--- src/rtl/i2c_pkg.sv ---
// Shared types and constants for the burst-write I2C master.
package i2c_pkg;

  typedef enum logic [2:0] {
    ST_IDLE,
    ST_START,
    ST_ADDR,
    ST_ADDR_ACK,
    ST_DATA,
    ST_DATA_ACK,
    ST_STOP
  } i2c_state_e;

  // Quarter-periods spent in each phase.
  localparam int unsigned Q_START = 2;
  localparam int unsigned Q_BIT   = 4;
  localparam int unsigned Q_STOP  = 3;

  localparam logic RW_WRITE = 1'b0;

endpackage

--- src/rtl/i2c_qtick_gen.sv ---
// Quarter-period tick: one-cycle pulse every CLK_DIV clocks while enabled,
// counter parked at zero when disabled.
module i2c_qtick_gen #(
  parameter int CLK_DIV = 4
) (
  input  logic clk,
  input  logic rst,
  input  logic en,
  output logic tick
);

  localparam int DW = (CLK_DIV > 1) ? $clog2(CLK_DIV) : 1;

  logic [DW-1:0] cnt_q;

  assign tick = en && (cnt_q == DW'(CLK_DIV - 1));

  always_ff @(posedge clk) begin
    if (rst) begin
      cnt_q <= '0;
    end else if (!en || tick) begin
      cnt_q <= '0;
    end else begin
      cnt_q <= cnt_q + DW'(1);
    end
  end

endmodule

--- src/rtl/i2c_master_burst.sv ---
// Write-only I2C master: START, address+W, then up to MAX_BYTES data bytes
// fetched one at a time through data_req, then STOP.
//
// state       | meaning
// ST_IDLE     | bus released, waiting for start_tx
// ST_START    | q0 scl/sda high, q1 sda low (start condition)
// ST_ADDR     | shifting out {slave_addr, W}
// ST_ADDR_ACK | sda released, ack_in sampled at end of q2
// ST_DATA     | shifting out the current data byte
// ST_DATA_ACK | sda released, ack_in sampled at end of q2
// ST_STOP     | q0 low/low, q1 scl high, q2 sda high (stop condition)
module i2c_master_burst
  import i2c_pkg::*;
#(
  parameter int CLK_DIV   = 4,
  parameter int MAX_BYTES = 4,
  parameter int CW        = $clog2(MAX_BYTES + 1)
) (
  input  logic          clk,
  input  logic          rst,
  input  logic          start_tx,
  input  logic [6:0]    slave_addr,
  input  logic [CW-1:0] byte_cnt,
  input  logic [7:0]    data_in,
  output logic          data_req,
  input  logic          ack_in,
  output logic          scl,
  output logic          sda,
  output logic          busy,
  output logic          done,
  output logic          nack_err
);

  i2c_state_e    state_q, state_d;
  logic [1:0]    qcnt_q;
  logic [1:0]    q_last;
  logic [2:0]    bit_q;
  logic [7:0]    shift_q;
  logic [CW-1:0] cnt_lat_q;
  logic [CW-1:0] byte_idx_q;
  logic          ack_smp_q;
  logic          nack_q;
  logic          done_q;
  logic          armed_q;
  logic          tick;
  logic          slot_end;
  logic          accept;
  logic          in_shift;
  logic          in_ack;

  assign busy     = (state_q != ST_IDLE);
  assign done     = done_q;
  assign nack_err = nack_q;
  assign in_shift = (state_q == ST_ADDR) || (state_q == ST_DATA);
  assign in_ack   = (state_q == ST_ADDR_ACK) || (state_q == ST_DATA_ACK);

  i2c_qtick_gen #(
    .CLK_DIV (CLK_DIV)
  ) u_qtick (
    .clk  (clk),
    .rst  (rst),
    .en   (busy),
    .tick (tick)
  );

  always_comb begin
    case (state_q)
      ST_START: q_last = 2'(Q_START - 1);
      ST_STOP:  q_last = 2'(Q_STOP - 1);
      default:  q_last = 2'(Q_BIT - 1);
    endcase
  end

  assign slot_end = tick && (qcnt_q == q_last);

  always_comb begin
    state_d  = state_q;
    scl      = 1'b1;
    sda      = 1'b1;
    data_req = 1'b0;
    accept   = 1'b0;
    case (state_q)
      ST_IDLE: begin
        if (start_tx && armed_q) begin
          accept  = 1'b1;
          state_d = ST_START;
        end
      end
      ST_START: begin
        sda = (qcnt_q == 2'd0);
        if (slot_end) state_d = ST_ADDR;
      end
      ST_ADDR, ST_DATA: begin
        scl = qcnt_q[1];
        sda = shift_q[7];
        if (slot_end && (bit_q == 3'd7)) begin
          state_d = (state_q == ST_ADDR) ? ST_ADDR_ACK : ST_DATA_ACK;
        end
      end
      ST_ADDR_ACK, ST_DATA_ACK: begin
        scl = qcnt_q[1];
        if (slot_end) begin
          if (ack_smp_q || (byte_idx_q >= cnt_lat_q)) begin
            state_d = ST_STOP;
          end else begin
            data_req = 1'b1;
            state_d  = ST_DATA;
          end
        end
      end
      ST_STOP: begin
        scl = (qcnt_q != 2'd0);
        sda = (qcnt_q == 2'd2);
        if (slot_end) state_d = ST_IDLE;
      end
      default: state_d = ST_IDLE;
    endcase
  end

  // A request is taken only after start_tx has been seen low since the last
  // accept or reset, so a level held across a transaction never retriggers.
  always_ff @(posedge clk) begin
    if (rst) begin
      state_q    <= ST_IDLE;
      qcnt_q     <= '0;
      bit_q      <= '0;
      shift_q    <= '0;
      cnt_lat_q  <= '0;
      byte_idx_q <= '0;
      ack_smp_q  <= 1'b0;
      nack_q     <= 1'b0;
      done_q     <= 1'b0;
      armed_q    <= 1'b0;
    end else begin
      state_q <= state_d;
      done_q  <= (state_q == ST_STOP) && slot_end;
      if (!start_tx) armed_q <= 1'b1;
      if (tick) qcnt_q <= slot_end ? 2'd0 : qcnt_q + 2'd1;
      if (accept) begin
        armed_q    <= 1'b0;
        shift_q    <= {slave_addr, RW_WRITE};
        cnt_lat_q  <= (byte_cnt > CW'(MAX_BYTES)) ? CW'(MAX_BYTES) : byte_cnt;
        byte_idx_q <= '0;
        nack_q     <= 1'b0;
        qcnt_q     <= '0;
        bit_q      <= '0;
      end
      if (in_shift && slot_end) begin
        shift_q <= {shift_q[6:0], 1'b0};
        bit_q   <= bit_q + 3'd1;
      end
      if (in_ack && tick && (qcnt_q == 2'd2)) ack_smp_q <= ack_in;
      if (in_ack && slot_end && ack_smp_q) nack_q <= 1'b1;
      if (data_req) begin
        shift_q    <= data_in;
        byte_idx_q <= byte_idx_q + CW'(1);
      end
    end
  end

endmodule
--- config.mk ---
export PLATFORM = sky130hd
export DESIGN_NAME = i2c_master_burst
export DESIGN_NICKNAME = d
export VERILOG_FILES = /design/src/rtl/i2c_pkg.sv /design/src/rtl/i2c_qtick_gen.sv /design/src/rtl/i2c_master_burst.sv
export SDC_FILE = /design/constraint.sdc
export NUM_CORES = 1
export LEC_CHECK = 0
export CAP_MARGIN = 20
export CORE_MARGIN = 2
export CORE_UTILIZATION = 51
export DETAILED_ROUTE_END_ITERATION = 16
export HOLD_SLACK_MARGIN = 0.15
export PLACE_DENSITY = 0.82
export SLEW_MARGIN = 20
export SYNTH_ARGS = -nofsm -noshare
export SYNTH_HDL_FRONTEND = slang
export SYNTH_SLANG_ARGS = --single-unit
--- constraint.sdc ---
create_clock -name clk -period 2.2 [get_ports clk]
set_clock_uncertainty 0.1 [all_clocks]
set_input_delay 0.44 -clock clk [delete_from_list [all_inputs] [get_ports clk]]
set_output_delay 0.44 -clock clk [all_outputs]
set_load 0.1 [all_outputs]
* Word-level counts from Yosys, hierarchy flattened
Index checks and enable logic that the tools add are counted.
** Storage, ports and cells
- Register bits :: 28
- Bits of input ports :: 22
** Operators by class
- $add $sub $neg :: 4
- $lt $le $gt $ge :: 2
- Eq/ne operators :: 15
- Muxes and demuxes :: 26
- Reductions and logical operators :: 29
** Operators by type and width (number)
- two-way mux 3 bit :: 10
- two-way mux 8 bit :: 3
- case mux 3 bit (5 select lines) :: 1
- equality test 3 bit (second input constant) :: 4
- logical AND 1 bit :: 10
- != test 2 bit (second input constant) :: 5
- nonzero test 2 bit :: 4
- OR reduction 2 bit :: 4
- two-way mux 1 bit :: 7
- adder 3 x 1 -> 3 bit (second input constant) :: 2
- equality test 3 x 2 -> 1 bit (second input constant) :: 2
- nonzero test 3 bit :: 2
- AND reduction 5 bit :: 1
- adder 2 x 1 -> 2 bit (second input constant) :: 2
- equality test 2 bit (second input constant) :: 2
- logical OR 1 bit :: 4
- two-way mux 2 bit :: 2
- case mux 2 bit (2 select lines) :: 1
- OR reduction 4 bit :: 1
- equality test 3 x 1 -> 1 bit (second input constant) :: 1
- >= comparator 3 bit :: 1
- > comparator 3 bit (second input constant) :: 1
- zero test 3 bit :: 1
- case mux 1 bit (3 select lines) :: 1
- 4 further kinds :: 4

* Logic depth before layout (Yosys ltp)
- Depth after elaboration :: 7
- Mapped depth :: 8
- Gate-level depth less buffers :: 8

* Modules after synthesis
A second synthesis with hierarchy kept.
** Unflattened totals
- Cell total of the unflattened synthesis :: 206
- Area, all modules :: 1584.0 um^2
** By module, submodules not included
- i2c_master_burst :: times used 1, cells an instance 200, area an instance 1497.7 um^2, seq. area each 520.5 um^2
- i2c_qtick_gen :: times used 1, cells an instance 6, area an instance 86.3 um^2, seq. area each 40.0 um^2

* Least setup slack after synthesis
Ideal clock, no wire load.
- Path kind :: reg-to-output
- From :: register state_q[1]
- To :: output port sda
- Arrival :: 3.071 ns
- Data required time :: 1.660 ns
- Slack :: -1.411 ns
- Stages on the path, launching flop included :: 6
- Path buffers :: 2
- Cell sequence :: dfxtp_1 > buf_2 > clkbuf_1 > mux2_2 > o22ai_1 > o21ai_0
** On the way
- Longest elaborated chain between the ends :: 3
** RTL lines
- from (decl) :: line i2c_master_burst.sv:34 : i2c_state_e state_q, state_d;
- from (signal assigned) :: line i2c_master_burst.sv:135 : state_q <= state_d;
- equality test 3 bit / equality test 3 x 2 -> 1 bit (equally long branches) :: line i2c_master_burst.sv:82 : case (state_q)
- OR reduction 2 bit :: line i2c_master_burst.sv:82
- case mux 1 bit (3 select lines) (*) :: line i2c_master_burst.sv:82
- to (decl) :: line i2c_master_burst.sv:28 : output logic sda,
Every way passes the cells marked *; elsewhere a longest branch is shown, timed or not.

* Worst setup path after layout
- From :: register byte_idx_q[0]
- To :: output port data_req
** On the way
- Longest elaborated chain between the ends :: 5
** RTL lines
- from (decl) :: line i2c_master_burst.sv:40 : logic [CW-1:0] byte_idx_q;
- from (signal assigned) :: line i2c_master_burst.sv:156 : byte_idx_q <= byte_idx_q + CW'(1);
- >= comparator 3 bit :: line i2c_master_burst.sv:103 : if (ack_smp_q || (byte_idx_q >= cnt_lat_q)) begin
- logical OR 1 bit :: line i2c_master_burst.sv:103
- two-way mux 1 bit :: line i2c_master_burst.sv:103
- two-way mux 1 bit :: line i2c_master_burst.sv:102 : if (slot_end) begin
- two-way mux 1 bit :: line i2c_master_burst.sv:82
- to (decl) :: line i2c_master_burst.sv:25 : output logic data_req,
Every way passes these cells.

==> results.py <==
metrics = {
    "placement": {
        "place_hpwl_um": 2815,
        "numPortBuffers": 27,
        "dp_slack_ns": -0.002205,
        "dp.cells": 245,
        "gp_congestion": 0.8963,
        "placed_area_um2": 1992,
    },
    "logic_synthesis": {
        "netlist_instances": 185,
        "yosysMostFrequentCell": "dfxtp_1",
        "netlist.area_leader.share": 0.3651,
        "synth-xor-area-share": 0.01141,
        "ys_types": 43,
        "synth.net_count": 216,
        "yosys.area_share.adder": 0.07335,
        "syn_avg_cell_area_um2": 8.298,
        "synth_area_um2": 1535,
        "synth-edff-count": 0,
        "yosysWarnings": 0,
        "synthTopCellsByCount": "dfxtp_1, nand2_1, a21oi_1, nor2_1",
        "synth-main-ff-cell": "dfxtp_1",
        "async_reset_ff_frac": 0,
        "synth_area_leaders": "dfxtp_1, ha_1, mux2i_1, a211oi_1, nand2_1",
        "synth-compound-area-share": 0.2258,
        "seq_area_frac_synth": 0.3651,
        "synth-seq-cells": 28,
        "yosysTopAreaCell": "dfxtp_1",
        "synthSimpleGateAreaFrac": 0.2013,
        "synth_top_family_by_area": "compound AO/OA/AOI/OAI gates",
        "yosys-mux-area-fraction": 0.05949,
    },
    "die": {
        "die_w_um": 58.87,
        "initial_core_util": 0.5473,
        "rows": 19,
        "die_h_um": 58.87,
        "num_io_pins": 28,
        "dieArea_um2": 3465,
        "coreArea_um2": 2805,
    },
    "power": {
        "vdd_drop_max_v": 0.0003297,
        "power_leakage_nw": 0.8373,
        "finalPower_mw": 1.002,
        "p_per_area_nw_per_um2": 453.1,
    },
    "critical_path": {
        "crit_required_ns": 1.66,
        "crit_buf_inv": 3,
        "cp.arrival_ns": 1.95,
        "crit_type": "flop to primary output",
        "cp_slowest_cell": "or3_4",
        "reg2reg_from": "byte_idx_q[0]$_SDFFE_PP0P_",
        "reg2reg_to": "byte_idx_q[2]$_SDFFE_PP0P_",
        "rr_worst_depth": 8,
        "r2r_slack_ns": 0.05,
        "path_cells": "inv_1, ha_1, nor2b_2, o21ai_2, or3_4, clkinvlp_4, buf_12",
        "crit_path_end_kind": "primary output",
        "worstSetupStartpoint": "byte_idx_q[0]$_SDFFE_PP0P_",
        "startpoint_type": "flop",
        "critical-path-top-delay-family": "simple AND/OR/NAND/NOR gates",
        "cpPeakStageDelay_ns": 0.39,
        "worstPathMaxFanout": 3,
    },
    "route": {
        "routed_via_density": 6.216,
        "drc": 0,
        "totalWireLength_um": 4355,
        "drtIter0Drc": 116,
        "num_vias": 1610,
        "wl_per_cell_um": 16.81,
        "drtPass1Iterations": 4,
        "final_antenna_net_count": 0,
    },
    "global_routing": {
        "grt_pass1_vias": 1555,
        "grt_usage": 0.2495,
        "antenna_found_initial": 0,
        "grt_overflow": 0,
        "grt_pass1_wl_um": 6720,
        "grt_max_degree": 17,
    },
    "timing": {
        "worst_slew_pin_slew_ns": 0.3780,
        "fmax_mhz": 401.0,
        "finalSetupViolCount": 1,
        "min_period_ns": 2.494,
        "finalHoldViolCount": 0,
        "slew_viol_final": 0,
        "fin_crit_sh": 1.134,
        "rsz0062_at_grt": "true",
        "slew_headroom": 0.7465,
        "setup_ws_ns": -0.2938,
    },
    "worst_hold_path": {
        "hp-start": "u_qtick.cnt_q[0]$_SDFF_PP0_",
        "min_path_cells": 1,
        "min_to": "u_qtick.cnt_q[0]$_SDFF_PP0_",
        "hold_path_class": "flop to flop",
    },
    "cts": {
        "cts.sinks": 28,
        "cts-root-buf": "clkbuf_4",
        "insertion_delay_ns": 0.34,
        "cts_tree": "done",
        "path_clk_slew_ns": 0.17,
        "cts-buffers-inserted": 3,
        "htree_levels": 1,
        "cts_buffer_depth": 2,
    },
    "layout": {
        "seq_area_um2": 579.3,
        "final_util": 0.7881,
        "drive_gt1_frac": 0.3070,
        "final_cell_count_no_fill": 259,
        "final_cell_area_um2": 2211,
        "multi_input_area_um2": 978.4,
        "synthToLayoutAreaGrowth_pct": 44.01,
        "n_fill_cell": 190,
        "nNetsFinal": 260,
        "antennaDiodeCount": 0,
    },
    "run_status": {
        "status": "finished, violations left",
        "failed_checks": "negative setup slack",
    },
    "flow_run": {
        "maxCapViolCount": 0,
    },
}
==> how the worst max path moves through the flow <==
stage	end	depth (start not counted)
2_1_floorplan	sda	5
3_3_place_gp	data_req	7
3_5_place_dp	data_req	7
4_1_cts	data_req	6
5_1_grt	data_req	7
6_report	data_req	7
==> per-layer routing <==
| metal | track usage | part of all wire | vias to the layer above |
|---|---|---|---|
| met3 | 0.04176 | 0.053 | 12 |
| met4 | 0.07143 | 0.020 | 0 |
| met5 | 0 | 0 | - |
| li1 | - | - | 756 |
| met1 | 0.3060 | 0.41 | 783 |
| met2 | 0.4460 | 0.52 | 59 |
==> cells by family after synthesis <==
logic type / Yosys count
DFF: 28
and+or+nand+nor: 61
adders and majority gates: 9
AOI/OAI and AO/OA: 52
xor gates and xnor gates: 2
buffers and inverters: 24
muxes: 9
==> layout by cell type (no fill, tap or decap), types with 4 or more instances in the layout <==
| cell | Yosys | layout |
|---|---|---|
| o22ai_1 | 10 | 9 |
| dfxtp_2 | 0 | 6 |
| dfxtp_1 | 28 | 19 |
| nand2_1 | 17 | 17 |
| inv_1 | 10 | 6 |
| nand3_1 | 7 | 7 |
| a22oi_1 | 4 | 4 |
| a21oi_1 | 12 | 12 |
| clkdlybuf4s50_1 | 0 | 21 |
| mux2i_1 | 8 | 8 |
| a211oi_1 | 10 | 7 |
| nor2_1 | 12 | 11 |
| buf_4 | 1 | 26 |
| nand3b_1 | 4 | 4 |
| buf_12 | 0 | 5 |
| ha_1 | 9 | 5 |
==> per-stage QoR <==
stage           TNS [ns]  hold slack (ns)
2_1_floorplan    -0.1866           0.3080
3_3_place_gp           0           0.3109
3_5_place_dp   -0.002205           0.3176
4_1_cts          -0.2490           0.3365
5_1_grt          -0.5222           0.3585
6_report         -0.2938           0.3365
==> state kept, by name (all words and copies together) (netlist names) <==
register / flops
shift_q: 8
bit_q: 3
byte_idx_q: 3
cnt_lat_q: 3
state_q: 3
qcnt_q: 2
u_qtick.cnt_q: 2
ack_smp_q: 1
armed_q: 1
done: 1
nack_err: 1
==> timing repair <==
| item | 4_1_cts | 5_1_grt |
|---|---|---|
| setup buffers | 4 | 6 |
| hold buffers | 0 | 0 |
| gates resized for setup | 10 | 18 |
| pin swaps | 2 | 5 |
| setup endpoints to repair | 4 | 8 |
==> layout make-up <==
class / count / area share
multi-input combinational: 133 / 0.4426
sequential: 28 / 0.2620
timing repair buffer: 53 / 0.2337
inverter: 10 / 0.02037
tap: 31 / 0.01754
clock inverter: 1 / 0.01358
clock buffer: 3 / 0.01019
==> where the power goes <==
group	switching [mW]	internal, mW
Combinational	0.0672	0.0749
Clock	0.154	0.184
Sequential	0.00779	0.513
No activity file was read; power rests on OpenSTA's default activity.
